[src/rtl/scan_capture.sv]
`default_nettype none
// ============================================================================
//  Module      : scan_capture
//  Description : Raster scanner that presents (x,y) coordinates to a pixel
//                drawer and captures its active-low write strobes into a
//                linear framebuffer address space. A LAT-deep address delay
//                line aligns each captured pixel with the coordinate that
//                produced it.
//                Optional feature macro: SCAN_CAPTURE_STATS_EN adds the
//                per-frame write counters wr_count / last_count.
//  Revision    : 1.0 - initial release
// ============================================================================
module scan_capture #(
  parameter int H_ACTIVE = 240,
  parameter int V_ACTIVE = 240,
  parameter int LAT      = 1
) (
  input  logic        clk,
  input  logic        rst,
  input  logic        en,
  output logic [8:0]  x,
  output logic [8:0]  y,
  input  logic [15:0] dq,
  input  logic        w_en,
  output logic [16:0] mem_addr,
  output logic [15:0] mem_wdata,
  output logic        mem_we,
`ifdef SCAN_CAPTURE_STATS_EN
  output logic [16:0] wr_count,
  output logic [16:0] last_count,
`endif
  output logic        frame_done
);

  localparam logic [1:0] S_IDLE  = 2'd0;
  localparam logic [1:0] S_SCAN  = 2'd1;
  localparam logic [1:0] S_FLUSH = 2'd2;

  // Flush counter runs 0..LAT-1; keep it at least one bit wide for LAT=1.
  localparam int              FC_W     = (LAT > 1) ? $clog2(LAT) : 1;
  localparam logic [FC_W-1:0] FC_LAST  = FC_W'(LAT - 1);
  localparam logic [8:0]      X_LAST   = 9'(H_ACTIVE - 1);
  localparam logic [8:0]      Y_LAST   = 9'(V_ACTIVE - 1);
  localparam logic [16:0]     H_STRIDE = 17'(H_ACTIVE);

  logic [1:0]            state_q, state_d;
  logic [8:0]            x_q, x_d;
  logic [8:0]            y_q, y_d;
  logic [FC_W-1:0]       flush_cnt_q, flush_cnt_d;
  logic [LAT-1:0]        dl_valid_q, dl_valid_d;
  logic [LAT-1:0][16:0]  dl_addr_q, dl_addr_d;
  logic [16:0]           lin_addr;

  // Linear address of the coordinate currently presented (single constant multiply).
  assign lin_addr = (17'(y_q) * H_STRIDE) + 17'(x_q);

  // Scan sequencing: idle at origin, raster walk, then drain the delay line.
  always_comb begin
    state_d     = state_q;
    x_d         = x_q;
    y_d         = y_q;
    flush_cnt_d = flush_cnt_q;
    case (state_q)
      S_IDLE: begin
        x_d = '0;
        y_d = '0;
        if (en) begin
          state_d = S_SCAN;
        end
      end
      S_SCAN: begin
        // en is deliberately not consulted here: a started frame always completes.
        if (x_q == X_LAST) begin
          x_d = '0;
          if (y_q == Y_LAST) begin
            y_d         = '0;
            flush_cnt_d = '0;
            state_d     = S_FLUSH;
          end else begin
            y_d = y_q + 9'd1;
          end
        end else begin
          x_d = x_q + 9'd1;
        end
      end
      S_FLUSH: begin
        x_d = '0;
        y_d = '0;
        if (flush_cnt_q == FC_LAST) begin
          flush_cnt_d = '0;
          state_d     = en ? S_SCAN : S_IDLE;
        end else begin
          flush_cnt_d = flush_cnt_q + FC_W'(1);
        end
      end
      default: begin
        state_d     = S_IDLE;
        x_d         = '0;
        y_d         = '0;
        flush_cnt_d = '0;
      end
    endcase
  end

  // Address delay line: stage 0 takes the presented coordinate, last stage faces the drawer's reply.
  always_comb begin
    dl_valid_d    = dl_valid_q;
    dl_addr_d     = dl_addr_q;
    dl_valid_d[0] = (state_q == S_SCAN);
    dl_addr_d[0]  = lin_addr;
    for (int i = 1; i < LAT; i++) begin
      dl_valid_d[i] = dl_valid_q[i-1];
      dl_addr_d[i]  = dl_addr_q[i-1];
    end
  end

  // State registers with synchronous reset; clearing valid bits suppresses any pending write.
  always_ff @(posedge clk) begin
    if (rst) begin
      state_q     <= S_IDLE;
      x_q         <= '0;
      y_q         <= '0;
      flush_cnt_q <= '0;
      dl_valid_q  <= '0;
      dl_addr_q   <= '0;
    end else begin
      state_q     <= state_d;
      x_q         <= x_d;
      y_q         <= y_d;
      flush_cnt_q <= flush_cnt_d;
      dl_valid_q  <= dl_valid_d;
      dl_addr_q   <= dl_addr_d;
    end
  end

  assign x          = x_q;
  assign y          = y_q;
  // A strobe is only honoured when the delay line holds a real scan coordinate,
  // which also keeps undefined dq from ever reaching the framebuffer.
  assign mem_we     = dl_valid_q[LAT-1] & ~w_en;
  assign mem_addr   = dl_addr_q[LAT-1];
  assign mem_wdata  = dq;
  assign frame_done = (state_q == S_FLUSH) && (flush_cnt_q == FC_LAST);

`ifdef SCAN_CAPTURE_STATS_EN
  logic [16:0] wr_count_q, wr_count_d;
  logic [16:0] last_count_q, last_count_d;

  // Per-frame write tally; the write coinciding with frame_done belongs to the closing frame.
  always_comb begin
    wr_count_d   = wr_count_q + {16'd0, mem_we};
    last_count_d = last_count_q;
    if (frame_done) begin
      last_count_d = wr_count_d;
      wr_count_d   = '0;
    end
  end

  // Counter registers with synchronous reset.
  always_ff @(posedge clk) begin
    if (rst) begin
      wr_count_q   <= '0;
      last_count_q <= '0;
    end else begin
      wr_count_q   <= wr_count_d;
      last_count_q <= last_count_d;
    end
  end

  assign wr_count   = wr_count_q;
  assign last_count = last_count_q;
`endif

endmodule
`default_nettype wire

[config.mk]
export PLATFORM = sky130hd
export DESIGN_NAME = scan_capture
export DESIGN_NICKNAME = d
export VERILOG_FILES = /design/src/rtl/scan_capture.sv
export SDC_FILE = /design/constraint.sdc
export NUM_CORES = 1
export LEC_CHECK = 0
export ABC_CLOCK_PERIOD_IN_PS = 3200
export CORE_UTILIZATION = 42
export DETAILED_ROUTE_END_ITERATION = 10
export DONT_BUFFER_PORTS = 1
export GPL_ROUTABILITY_DRIVEN = 0
export HOLD_SLACK_MARGIN = 0.05
export PLACE_DENSITY = 0.57
export SLEW_MARGIN = 15
export SYNTH_ARGS = -nofsm -noshare
export SYNTH_HDL_FRONTEND = slang
export SYNTH_SLANG_ARGS = --single-unit
[constraint.sdc]
create_clock -name clk -period 3.2 [get_ports clk]
set_input_delay 0.64 -clock clk [delete_from_list [all_inputs] [get_ports clk]]
set_output_delay 0.64 -clock clk [all_outputs]
set_load 0.02 [all_outputs]
==> flow_metrics.py <==
metrics = {
    "layout": {
        "area_growth_pct": 22.0,
        "fin_nets": 396,
        "diodes": 0,
        "layout_commonest_cell": "buf_4",
        "final_cell_mix": "buf_4 (44), nor2_1 (34), dfxtp_1 (30), inv_1 (28), ha_1 (24)",
        "finalInstanceArea_mm2": 0.00341,
        "drive_gt1_frac": 0.313,
        "fin_util": 0.534,
    },
    "timing": {
        "skew_ns": 0.0133,
        "period_needed_ns": 3.29,
        "fin_ws_ns": -0.0949,
        "fmax_ghz": 0.303,
        "slew_headroom": 0.519,
        "setup_violations": 4,
        "whs_ns": 0.396,
        "grt_setup_unrepaired": "yes",
        "slew_violations": 0,
        "fin_crit_sh": 1.03,
        "report.final.hold_viol_count": 0,
        "worst_pin_slew_ns": 0.715,
    },
    "synthesis": {
        "async_flop_share": 0,
        "yosys.area.top_type": "dfxtp_1",
        "synthCells": 304,
        "syn_nets": 369,
        "syn-cell-area_mm2": 0.00280,
        "synth-seq-cells": 38,
        "avgSynthCellArea_um2": 9.20,
        "seq_area_frac_synth": 0.272,
        "yosysUniqueCellTypes": 47,
        "synth_edf_count": 0,
        "synth_flop_cell": "dfxtp_1",
        "yosys_warnings": 0,
        "yosys-top-cells-area": "dfxtp_1 (27%), ha_1 (13%), fa_1 (11%), xnor2_1 (5.9%), buf_4 (5.6%)",
        "synth_top_cell_area_share": 0.272,
    },
    "floorplan": {
        "ios": 73,
        "die_w_um": 83.6,
        "die_y_um": 83.6,
        "initial_core_util": 0.438,
        "rows": 29,
        "core_area_mm2": 0.00639,
        "die_area_mm2": 0.00699,
    },
    "clocking": {
        "clk_pin_slew_ns": 0.09,
        "clock-sinks": 38,
        "insertion_delay_ns": 0.30,
        "cts_max_level": 2,
        "cts-buffers-inserted": 5,
        "cts_root_buffer": "clkbuf_8",
        "clock_path_buffers": 2,
        "cts_tree": "built",
    },
    "critical_path": {
        "crit_family": "adder cells",
        "start_kind": "flop",
        "crit_arrival_ns": 3.48,
        "cp_slowest_stage_delay_ns": 0.55,
        "critPathMaxFanout": 2,
        "critical_path_class": "reg2reg",
        "crit_path_cell_trace": "fa_1, inv_1, fa_1, fa_2, inv_2, ha_4, inv_2, o21bai_1, a21oi_2, nor3_4, nand3_2, mux2_4",
        "end_kind": "flop",
        "cp.required_ns": 3.39,
        "critPathSlowestCell": "fa_1",
        "path_buf_inv": 3,
    },
    "drt": {
        "wl_per_cell_um": 13.7,
        "drtIter0Drc": 36,
        "firstDrtPassIters": 4,
        "avgViaCountPerCell": 5.00,
        "ant_nets": 0,
        "routed_wl_mm": 5.60,
        "drcViolationCount": 0,
        "vias": 2045,
    },
    "grt": {
        "antenna_found_initial": 0,
        "grt-ovfl-total": 0,
        "grt_pass1_vias": 2035,
        "grt_pass1_wl_mm": 9.69,
        "grt_max_degree": 21,
        "grtUsageTotal": 0.172,
    },
    "power": {
        "leakage_nw": 1.61,
        "powerDensity_mw_per_mm2": 284,
        "p_total_mw": 0.968,
        "vdd_drop_max_v": 0.000209,
    },
    "job": {
        "drv_cap": 0,
    },
    "place": {
        "pre_cts_slack_ns": -0.205,
        "port_buffers": 0,
        "place_area_mm2": 0.00308,
        "hpwl_mm": 4.28,
    },
    "hold_path": {
        "hold_path_class": "in2reg",
    },
    "status": {
        "failed_checks": "negative setup slack",
        "status": "finished, violations left",
    },
}
## cells by family after synthesis
family	share of synthesized area
AND/OR/NAND/NOR	0.194
multiplexers	0.00894
adder cells (fa/ha/maj)	0.244
AO/OA/AOI/OAI	0.0810
flip-flops	0.272
XOR/XNOR	0.0899
buffers and inverters	0.110
## through the flow
stage	setup TNS, ns	cells
CTS	-0.239	405
floorplan	-0.0792	304
global placement	-0.0834	392
global route	-1.14	409
detailed placement	-0.468	392
finish	-0.250	409
## power by group
group / internal [mW] / switching (mW) / total, mW
clock: 0.281 / 0.198 / 0.480
sequential: 0.471 / 0.00554 / 0.476
combinational: 0.00339 / 0.00875 / 0.0121
## worst reg2reg max path: stages, from the launching register on
cell and delay (ns):
dfxtp_2 0.34, fa_1 0.55, inv_1 0.06, fa_1 0.47, fa_2 0.55, inv_2 0.04
ha_4 0.26, inv_2 0.03, o21bai_1 0.15, a21oi_2 0.11, nor3_4 0.21, nand3_2 0.10
mux2_4 0.30
## layout make-up
class,instances,area [µm²]
flip-flops and latches,38,788
inverters,37,149
clock buffers,6,93.8
fillers,605,2970
clock inverters,2,38.8
repair buffers,44,330
well taps,77,96.3
multi-input cells,205,1920
## path summary, 6_finish.rpt
path / endpoint / cells after the start / from / slack [ns]
hold / removal: mem_addr[16] / 1 / rst / 0.40
setup / recovery: mem_addr[15] / 12 / y[0] / -0.09
setup reg to reg: mem_addr[15] / 12 / y[0] / -0.09
hold reg to reg: state_q[0] / 2 / state_q[0] / 0.56
## cell usage after synthesis (2+ instances only)
master and n:
a21o_1 5, fa_1 16, o21ai_0 5, dfxtp_1 38
xnor2_1 19, xnor2_2 2, and3_1 5, inv_1 37
nor3_1 4, nand3b_1 4, clkbuf_1 2, nand2_1 11
xor2_1 6, nand3_1 11, nand4_1 5, nor2b_1 10
buf_4 21, nand2b_1 2, nor2_1 34, ha_1 29
a21oi_1 12
## metal layers
layer / GRT usage / wire length [µm]
met1: 0.206 / 2440
met5: 0 / 0
met4: 0.0508 / 82
met3: 0.0435 / 258
met2: 0.304 / 2810
## registers in the layout (all words and copies together) (netlist names)
| signal | cells |
|---|---|
| dl_valid_q | 1 |
| mem_addr | 17 |
| state_q | 2 |
| x | 9 |
| y | 9 |
## what timing repair did
action,CTS,global route
gates resized for setup,8,17
pin swaps,8,14
setup endpoints to repair,4,8
buffers inserted,5,4
hold buffers,0,0
Note: power is estimated with default switching activity, not from simulation.
